--- src/rtl/rv32i_trap_sequencer_if.sv ---
// Handshake between the interrupt controller and the trap sequencer.
// The controller drives state/offset; the sequencer answers with advance/clear.
interface rv32i_trap_sequencer_if #(
  parameter int XLEN = 32
);
  logic [1:0]      interrupt_state_i;
  logic [XLEN-1:0] interrupt_vector_offset_i;
  logic            interrupt_advance_o;
  logic            clear_interrupt_o;

  modport master (
    output interrupt_state_i,
    output interrupt_vector_offset_i,
    input  interrupt_advance_o,
    input  clear_interrupt_o
  );

  modport slave (
    input  interrupt_state_i,
    input  interrupt_vector_offset_i,
    output interrupt_advance_o,
    output clear_interrupt_o
  );
endinterface

--- src/rtl/rv32i_trap_sequencer.sv ---
// Takes traps at instruction boundaries, redirects fetch to mtvec+offset,
// and restores PC and global enable on mret.
module rv32i_trap_sequencer #(
  parameter int              XLEN        = 32,
  parameter logic [XLEN-1:0] RESET_MTVEC = '0
) (
  input  logic                  clk_i,
  input  logic                  reset_i,
  rv32i_trap_sequencer_if.slave irq,
  input  logic                  instr_boundary_i,
  input  logic [XLEN-1:0]       pc_i,
  input  logic                  mret_i,
  input  logic                  mtvec_write_i,
  input  logic [XLEN-1:0]       mtvec_i,
  input  logic                  mie_write_i,
  input  logic                  mie_i,
  output logic                  mie_o,
  output logic [XLEN-1:0]       mepc_o,
  output logic                  pc_load_o,
  output logic [XLEN-1:0]       pc_load_value_o,
  output logic                  stall_o,
  output logic                  in_handler_o
);

  typedef enum logic [2:0] {
    S_FLUSH,
    S_IDLE,
    S_TAKE,
    S_HANDLER,
    S_RELEASE
  } state_e;

  localparam logic [1:0] CS_IDLE    = 2'b00;
  localparam logic [1:0] CS_PENDING = 2'b01;
  localparam logic [1:0] CS_HANDLE  = 2'b10;

  state_e          state_q, state_d;
  logic [XLEN-1:2] mtvec_q;
  logic [XLEN-1:0] mepc_q, mepc_d;
  logic            mie_q, mie_d;
  logic            mpie_q, mpie_d;

  logic [XLEN-1:0] vec_target;
  logic            unused_ok;

  assign unused_ok  = &{1'b0, mtvec_i[1:0]};
  assign vec_target = {mtvec_q, 2'b00} + irq.interrupt_vector_offset_i;

  always_comb begin
    state_d             = state_q;
    mepc_d              = mepc_q;
    mie_d               = mie_write_i ? mie_i : mie_q;
    mpie_d              = mpie_q;
    irq.interrupt_advance_o = 1'b0;
    irq.clear_interrupt_o   = 1'b0;
    pc_load_o           = 1'b0;
    pc_load_value_o     = '0;
    stall_o             = 1'b0;
    in_handler_o        = 1'b0;
    unique case (state_q)
      S_FLUSH: begin
        stall_o = 1'b1;
        // controller keeps its state across our reset; walk it back to idle
        unique case (irq.interrupt_state_i)
          CS_PENDING: irq.interrupt_advance_o = 1'b1;
          CS_HANDLE:  irq.clear_interrupt_o   = 1'b1;
          CS_IDLE:    state_d = S_IDLE;
          default:    ;
        endcase
      end
      S_IDLE: begin
        if (irq.interrupt_state_i == CS_PENDING && mie_q && instr_boundary_i) begin
          mepc_d  = pc_i;
          state_d = S_TAKE;
        end
      end
      S_TAKE: begin
        stall_o                 = 1'b1;
        pc_load_o               = 1'b1;
        pc_load_value_o         = vec_target;
        irq.interrupt_advance_o = 1'b1;
        mpie_d                  = mie_q;
        mie_d                   = 1'b0;
        state_d                 = S_HANDLER;
      end
      S_HANDLER: begin
        in_handler_o = 1'b1;
        if (mret_i) begin
          pc_load_o             = 1'b1;
          pc_load_value_o       = mepc_q;
          irq.clear_interrupt_o = 1'b1;
          mie_d                 = mpie_q;
          mpie_d                = 1'b1;
          state_d               = S_RELEASE;
        end
      end
      S_RELEASE: state_d = S_IDLE;
      default:   state_d = S_FLUSH;
    endcase
  end

  always_ff @(posedge clk_i) begin
    if (reset_i) begin
      state_q <= S_FLUSH;
      mtvec_q <= RESET_MTVEC[XLEN-1:2];
      mepc_q  <= '0;
      mie_q   <= 1'b0;
      mpie_q  <= 1'b0;
    end else begin
      state_q <= state_d;
      mepc_q  <= mepc_d;
      mie_q   <= mie_d;
      mpie_q  <= mpie_d;
      if (mtvec_write_i)
        mtvec_q <= mtvec_i[XLEN-1:2];
    end
  end

  assign mie_o  = mie_q;
  assign mepc_o = mepc_q;

endmodule

--- src/flat_wrapper.sv ---
// flat-port wrapper written by rule: the top's interface ports become plain ports
module rv32i_trap_sequencer_flat 
#(
  parameter int              XLEN        = 32,
  parameter logic [XLEN-1:0] RESET_MTVEC = '0
)
  (clk_i, reset_i, instr_boundary_i, pc_i, mret_i, mtvec_write_i, mtvec_i, mie_write_i, mie_i, mie_o, mepc_o, pc_load_o, pc_load_value_o, stall_o, in_handler_o, irq_interrupt_state_i, irq_interrupt_vector_offset_i, irq_interrupt_advance_o, irq_clear_interrupt_o);
  rv32i_trap_sequencer_if #(.XLEN(XLEN)) irq_i ();
  input  logic clk_i;
  input  logic reset_i;
  input  logic instr_boundary_i;
  input  logic [XLEN-1:0] pc_i;
  input  logic mret_i;
  input  logic mtvec_write_i;
  input  logic [XLEN-1:0] mtvec_i;
  input  logic mie_write_i;
  input  logic mie_i;
  output logic mie_o;
  output logic [XLEN-1:0] mepc_o;
  output logic pc_load_o;
  output logic [XLEN-1:0] pc_load_value_o;
  output logic stall_o;
  output logic in_handler_o;
  input wire logic [$bits(irq_i.interrupt_state_i)-1:0] irq_interrupt_state_i;
  input wire logic [$bits(irq_i.interrupt_vector_offset_i)-1:0] irq_interrupt_vector_offset_i;
  output wire logic [$bits(irq_i.interrupt_advance_o)-1:0] irq_interrupt_advance_o;
  output wire logic [$bits(irq_i.clear_interrupt_o)-1:0] irq_clear_interrupt_o;
  assign irq_i.interrupt_state_i = irq_interrupt_state_i;
  assign irq_i.interrupt_vector_offset_i = irq_interrupt_vector_offset_i;
  assign irq_interrupt_advance_o = irq_i.interrupt_advance_o;
  assign irq_clear_interrupt_o = irq_i.clear_interrupt_o;
  rv32i_trap_sequencer #(.XLEN(XLEN), .RESET_MTVEC(RESET_MTVEC)) u_core (.clk_i(clk_i), .reset_i(reset_i), .irq(irq_i), .instr_boundary_i(instr_boundary_i), .pc_i(pc_i), .mret_i(mret_i), .mtvec_write_i(mtvec_write_i), .mtvec_i(mtvec_i), .mie_write_i(mie_write_i), .mie_i(mie_i), .mie_o(mie_o), .mepc_o(mepc_o), .pc_load_o(pc_load_o), .pc_load_value_o(pc_load_value_o), .stall_o(stall_o), .in_handler_o(in_handler_o));
endmodule
--- config.mk ---
export PLATFORM = sky130hd
export DESIGN_NAME = rv32i_trap_sequencer_flat
export DESIGN_NICKNAME = d
export VERILOG_FILES = /design/src/rtl/rv32i_trap_sequencer_if.sv /design/src/rtl/rv32i_trap_sequencer.sv /design/src/flat_wrapper.sv
export SDC_FILE = /design/constraint.sdc
export NUM_CORES = 1
export LEC_CHECK = 0
export BUFFER_PORTS_ARGS = -buffer_cell sky130_fd_sc_hd__buf_2
export CAP_MARGIN = 25
export CORE_ASPECT_RATIO = 1.5
export CORE_UTILIZATION = 45
export DETAILED_ROUTE_END_ITERATION = 8
export GPL_ROUTABILITY_DRIVEN = 0
export PLACE_DENSITY_LB_ADDON = 0.25
export SYNTH_ARGS = -nofsm -noshare
export SYNTH_HDL_FRONTEND = slang
export SYNTH_SLANG_ARGS = --single-unit
--- constraint.sdc ---
create_clock -name clk_i -period 3 [get_ports clk_i]
set_input_delay 0.15 -clock clk_i [delete_from_list [all_inputs] [get_ports clk_i]]
set_output_delay 0.15 -clock clk_i [all_outputs]
set_load 0.03 [all_outputs]
==> reports/metrics.csv, run 1 <==
metric,value,unit
TritonCTS clock tree,done,
clk_skew,5.84,ps
Max-slew headroom,0.349,
Crit Reg-Reg Startpoint,u_core.state_q[0],
layout cells sized above 1,0.317,
most frequent cells in the layout,"buf_2, nand2_1, dfxtp_1",
1st-iter DRT viols,163,
Synth area leaders,"dfxtp_1, nand2_1, ha_1, mux2i_1, a21oi_1",
#FFs+latches synth,67,
"most common cell after layout, fill and taps aside",buf_2,
violated checks,negative setup slack,
Initial Utilization,0.462,
clock latency at the later pin of the worst-skew pair,340,ps
root buf cell,clkbuf_16,
sequential fraction of the synthesis area,0.313,
syn nets,690,
ant diodes,0,
TritonRoute pass-1 iters,5,
Slew Limit Fails,0,
I/O Buffers,172,
Worst EP required,2850,ps
I/O pin count,175,
Finished Core Util,0.621,
Peak Freq,0.326,GHz
routed wire length per instance,15.2,um
nets,859,
PwrDens,435,nW/um2
Num CTS Buffers,9,
hpwl dp,9560,um
number of H-tree levels,3,
Reg2Reg Depth,6,
CP Data Arrival Time,2920,ps
initial antenna violation count,0,
worst vdd ir,0.323,mV
grt ovf,0,
"Reg clk slew, reported paths",60,ps
Post-synth ARST share,0,
status,finished with violations,
# DRC,0,
via count,4654,
crit path kind,register to output pin,
RSZ-0062 raised after global routing,yes,
Final min period,3070,ps
clock sink count,67,
reg2reg end,u_core.mie_o,
Final Hold Viols,0,
Hold Path Class,input port to register,
"setup slack, reg-to-reg",1140,ps
Die ar.,9910,um2
Lkg Pwr,2.77,nW
HP Start,pc_i[25],
library cells used by synthesis,53,
Finish-stage setup viols,6,
Hold Path Depth,3,
placed cell count,820,
Synthesis Warnings,0,
setup ws final,-69.2,ps
Worst-Margin Slew,977,ps
"EDFF count, synth",0,
largest area contributor in the netlist,dfxtp_1,
ys flop type,dfxtp_1,
Die X,81.6,um
largest net degree at the start of global routing,37,
Max Cap Viol,0,
worst hold slack,46.9,ps
pre-CTS WS,45.3,ps
Synth Area per Inst,7.71,um2
Fillers,854,
DRT Wirelength,12800,um
Max clock buf depth,2,
Synth Cell Area,4280,um2
Mapped Cells,555,
Layout Cells excl Fill,841,
Worst Setup End Kind,output pin,
Final Cell Area,5740,um2
first-pass GRT wire length,19400,um
gr usage total,0.258,
fin crit share,1.02,
crit start category,register,
Hold Path End,u_core.mepc_o[25],
core area,9250,um2
Die Span Y,121,um
placed inst area,5270,um2
Rows,43,
via density per instance,5.53,
CP max FO,3,
P&R area growth vs syn,34.2,%
post-synth top area share,0.313,
Antenna Violating Nets Remaining,0,
vias in the first global route,4359,
# hold bufs at CTS,0,
-- Yosys cell counts, types with 2 or more instances --
cell       number
a211oi_1        4
a21o_1         12
a21oi_1        59
a22o_1          5
a31oi_1         4
a32o_1          2
and2_1          4
and3_1          6
buf_1           2
clkbuf_1       26
dfxtp_1        67
ha_1           29
inv_1          13
mux2i_1        31
nand2_1       107
nand2b_1        2
nand2b_2        2
nand3_1         9
nand4_1         3
nor2_1         54
nor2_2          2
nor2b_1         4
nor3_1          5
o2111ai_1       2
o21a_1          4
o21ai_0        27
o21ai_1        11
o21bai_1        7
o31ai_1         3
or2_2           2
or3_1           3
xnor2_1        18
xor2_1          6
-- cell type report --
class | count | area [um2] | share of cell area
clock inverters | 3 | 20.0 | 0.00349
flip-flops and latches | 67 | 1340 | 0.234
multi-input cells | 447 | 2890 | 0.503
well taps | 112 | 140 | 0.0244
repair buffers | 186 | 1020 | 0.178
clock buffers | 13 | 280 | 0.0488
inverters | 13 | 48.8 | 0.00850
-- state kept, by name (all words and copies together), names as in the netlist --
name,count
u_core.mepc_o,32
u_core.mie_o,1
u_core.mpie_q,1
u_core.mtvec_q,30
u_core.state_q,3
-- what timing repair did --
action,4_1_cts,5_1_grt
pin swaps,12,3
setup endpoints to repair,7,16
setup buffers,3,2
endpoints found under the hold margin,0,0
gates resized for setup,21,16
-- critical path: stages, from the launching register on --
cell       delay (ps)
dfxtp_2           330
ha_4              160
inv_2              50
fa_2              190
nand2b_4          140
a21oi_4            60
o311a_4           380
o41ai_4           290
o2111ai_2         210
a31oi_4           250
buf_4             140
xnor2_1           130
o21ai_1            80
buf_4             190
-- worst max-delay path by stage --
stage                                 start                  end  slack [ps]  cells after the start
after detailed placement  u_core.mtvec_q[2]  pc_load_value_o[28]          50                     13
after global routing      u_core.mtvec_q[2]  pc_load_value_o[26]        -230                     13
after floorplan           u_core.mtvec_q[2]  pc_load_value_o[28]         110                     12
after CTS                 u_core.mtvec_q[2]  pc_load_value_o[30]        -100                     13
final                     u_core.mtvec_q[2]  pc_load_value_o[26]         -70                     13
after global placement    u_core.mtvec_q[2]  pc_load_value_o[28]          70                     13
-- per-stage QoR --
stage,TNS (ps),total power [W]
after floorplan,0,0.00128
after global placement,0,0.00142
after detailed placement,0,0.00143
after CTS,-296,0.00250
after global routing,-1790,0.00261
final,-279,0.00250
-- cell families after synthesis --
| kind of cell | after synthesis | synth area share |
|---|---|---|
| xor gates and xnor gates | 24 | 0.0491 |
| DFF | 67 | 0.313 |
| and+or+nand+nor | 208 | 0.209 |
| buffers and inverters | 41 | 0.0360 |
| AOI/OAI and AO/OA | 154 | 0.231 |
| adders and majority gates | 30 | 0.0895 |
| muxes | 31 | 0.0725 |
-- metal layers --
layer,part of all wire,vias to the layer above,GRT usage,routed length [um]
li1,-,2275,-,-
met1,0.39,2160,0.275,4970
met2,0.52,184,0.464,6600
met3,0.063,35,0.0556,809
met4,0.033,0,0.129,428
met5,0,-,0,0
-- report_power, final --
part / leakage (nW) / switching, W / total, W / internal (W)
clock network: 0.144 / 0.000396 / 0.00104 / 0.000648
logic: 2.08 / 0.000285 / 0.000521 / 0.000237
registers: 0.547 / 0.0000177 / 0.000935 / 0.000918
total: 2.77 / 0.000699 / 0.00250 / 0.00180
Note: power is estimated with default switching activity, not from simulation.
==> run 2: changes to the inputs <==
--- a/config.mk
+++ b/config.mk
@@ -6,8 +6,8 @@
 export NUM_CORES = 1
 export LEC_CHECK = 0
 export BUFFER_PORTS_ARGS = -buffer_cell sky130_fd_sc_hd__buf_2
-export CAP_MARGIN = 25
-export CORE_ASPECT_RATIO = 1.5
+export CAP_MARGIN = 20
+export CORE_ASPECT_RATIO = 0.7
 export CORE_UTILIZATION = 45
 export DETAILED_ROUTE_END_ITERATION = 8
 export GPL_ROUTABILITY_DRIVEN = 0
==> reports/metrics.csv, run 2 (same netlist as run 1, synthesis figures left out) <==
metric,value,unit,change
share of power burned in registers,0.377,,+0.003
via density per instance,5.44,,-1.6%
ant diodes,0,,unchanged
Max Cap Viol,0,,unchanged
Max clock buf depth,2,,unchanged
crit start category,register,,
Die ar.,9910,um2,about the same
nets,862,,+0.35%
most frequent cells in the layout,"buf_2, nand2_1, dfxtp_1",,
setup ws final,-87.8,ps,-18.6 ps
Worst Setup End Kind,output pin,,
crit path from,u_core.mtvec_q[2],,
I/O pin count,175,,unchanged
switching pwr,0.000685,W,-1.9%
TritonCTS clock tree,done,,
clock latency at the later pin of the worst-skew pair,330,ps,about the same
clk_skew,6.04,ps,+0.201 ps
Fillers,855,,+0.12%
first-pass GRT wire length,21300,um,+9.6%
Hold Path Class,input port to register,,
CP Data Arrival Time,2940,ps,+20 ps
gr usage total,0.269,,+0.0107
CP max FO,3,,unchanged
root buf cell,clkbuf_16,,
via count,4654,,unchanged
initial antenna violation count,1,,+1
Antenna Violating Nets Remaining,0,,unchanged
Max-slew headroom,0.331,,-0.0180
largest net degree at the start of global routing,45,,+22%
Comb pwr share,0.215,,+0.007
Net Sw Frac,0.276,,-0.00304
Rows,29,,-33%
fin crit share,1.03,,+0.00620
worst vdd ir,0.433,mV,+34%
Pint,0.00179,W,-0.42%
hpwl dp,9770,um,+2.2%
Worst-Margin Slew,1000,ps,+26.9 ps
Slew Limit Fails,0,,unchanged
Initial Utilization,0.468,,+0.00557
Worst EP required,2850,ps,about the same
Final min period,3090,ps,+18.6 ps
clock sink count,67,,unchanged
DRT Wirelength,13600,um,+5.9%
RSZ-0062 raised after global routing,yes,,
Num CTS Buffers,9,,unchanged
clock share of power,0.407,,-0.011
# DRC,0,,unchanged
grt ovf,0,,unchanged
Finish-stage setup viols,6,,unchanged
TritonRoute pass-1 iters,4,,-1
"Reg clk slew, reported paths",60,ps,about the same
1st-iter DRT viols,241,,+48%
Die Span Y,83.6,um,-31%
PwrDens,430,nW/um2,-1.3%
P&R area growth vs syn,34.9,%,
layout cells sized above 1,0.320,,+0.00324
Lkg Pwr,2.77,nW,about the same
core area,9140,um2,-1.2%
vias in the first global route,4349,,-0.23%
status,finished with violations,,
TNS Setup,-191,ps,+88.1 ps
I/O Buffers,172,,unchanged
worst hold slack,53.2,ps,+6.28 ps
Die X,119,um,+45%
HP Start,pc_i[20],,
Largest register FFs,32,,unchanged
routed wire length per instance,15.9,um,+4.2%
Crit Reg-Reg Startpoint,u_core.state_q[0],,
crit path kind,register to output pin,,
Peak Freq,0.324,GHz,-0.60%
"most common cell after layout, fill and taps aside",buf_2,,
Final Hold Viols,0,,unchanged
number of H-tree levels,3,,unchanged
violated checks,negative setup slack,,
==> run 2: metal layers <==
metal  global-route usage  routed length (um)  part of all wire  up-vias
met5                    0                  17            0.0013        -
met4               0.0702                 140             0.010        2
met3               0.0635                 895             0.066       15
met2                0.433                6160              0.45      182
met1                0.360                6360              0.47     2178
li1                     -                   -                 -     2277
==> run 2: cell type report <==
class | count | area [um2] | area share
Clock buffer | 12 | 236 | 0.0410
Clock inverter | 3 | 40.0 | 0.00694
Inverter | 13 | 48.8 | 0.00846
Multi-Input combinational cell | 447 | 2930 | 0.507
Sequential cell | 67 | 1340 | 0.233
Tap cell | 124 | 155 | 0.0269
Timing Repair Buffer | 189 | 1020 | 0.177
==> run 2: worst paths after layout <==
| kind | end | slack, ps | cells after the start |
|---|---|---|---|
| setup / recovery | pc_load_value_o[24] | -90 | 13 |
| hold / removal | u_core.mepc_o[20] | 50 | 3 |
| setup reg to reg | u_core.mepc_o[29] | 1000 | 5 |
| hold reg to reg | u_core.mepc_o[21] | 470 | 2 |
==> run 2: timing repair <==
| action | in CTS | in global routing |
|---|---|---|
| hold endpoints to repair | 0 | 0 |
| buffers inserted | 4 | 3 |
| endpoints found under the setup margin | 10 | 17 |
| gates resized for setup | 27 | 12 |
| pin swaps | 13 | 13 |
| hold buffers | 0 | 0 |
==> run 2: critical path, cell delays in order (launching register included) <==
cell	delay (ps)
dfxtp_2	330
ha_4	160
inv_2	50
fa_2	190
nand2b_4	140
a21oi_4	60
o311a_4	330
o41ai_4	330
o2111ai_2	190
o211ai_2	160
o21a_1	210
xor2_2	170
o21ai_1	90
buf_4	190
==> run 2: per-stage QoR <==
| stage | utilization | instance area [um2] | std cells | setup WS (ps) | total power (W) |
|---|---|---|---|---|---|
| after floorplan | - | 4280 | 555 | 108 | 0.00128 |
| after global placement | 0.576 | 5270 | 833 | 8.40 | 0.00142 |
| after detailed placement | 0.576 | 5270 | 833 | -27.3 | 0.00143 |
| after CTS | 0.622 | 5680 | 852 | -84.3 | 0.00247 |
| after global routing | 0.631 | 5770 | 855 | -217 | 0.00260 |
| final | 0.631 | 5770 | 855 | -87.8 | 0.00248 |
==> run 2: power groups by stage <==
stage | clock network (W) | logic [W] | registers, W
5_1_grt | 0.00108 | 0.000586 | 0.000938
4_1_cts | 0.00103 | 0.000507 | 0.000935
3_3_place_gp | 0 | 0.000468 | 0.000952
3_5_place_dp | 0 | 0.000478 | 0.000954
2_1_floorplan | 0 | 0.000326 | 0.000951
6_report | 0.00101 | 0.000534 | 0.000936
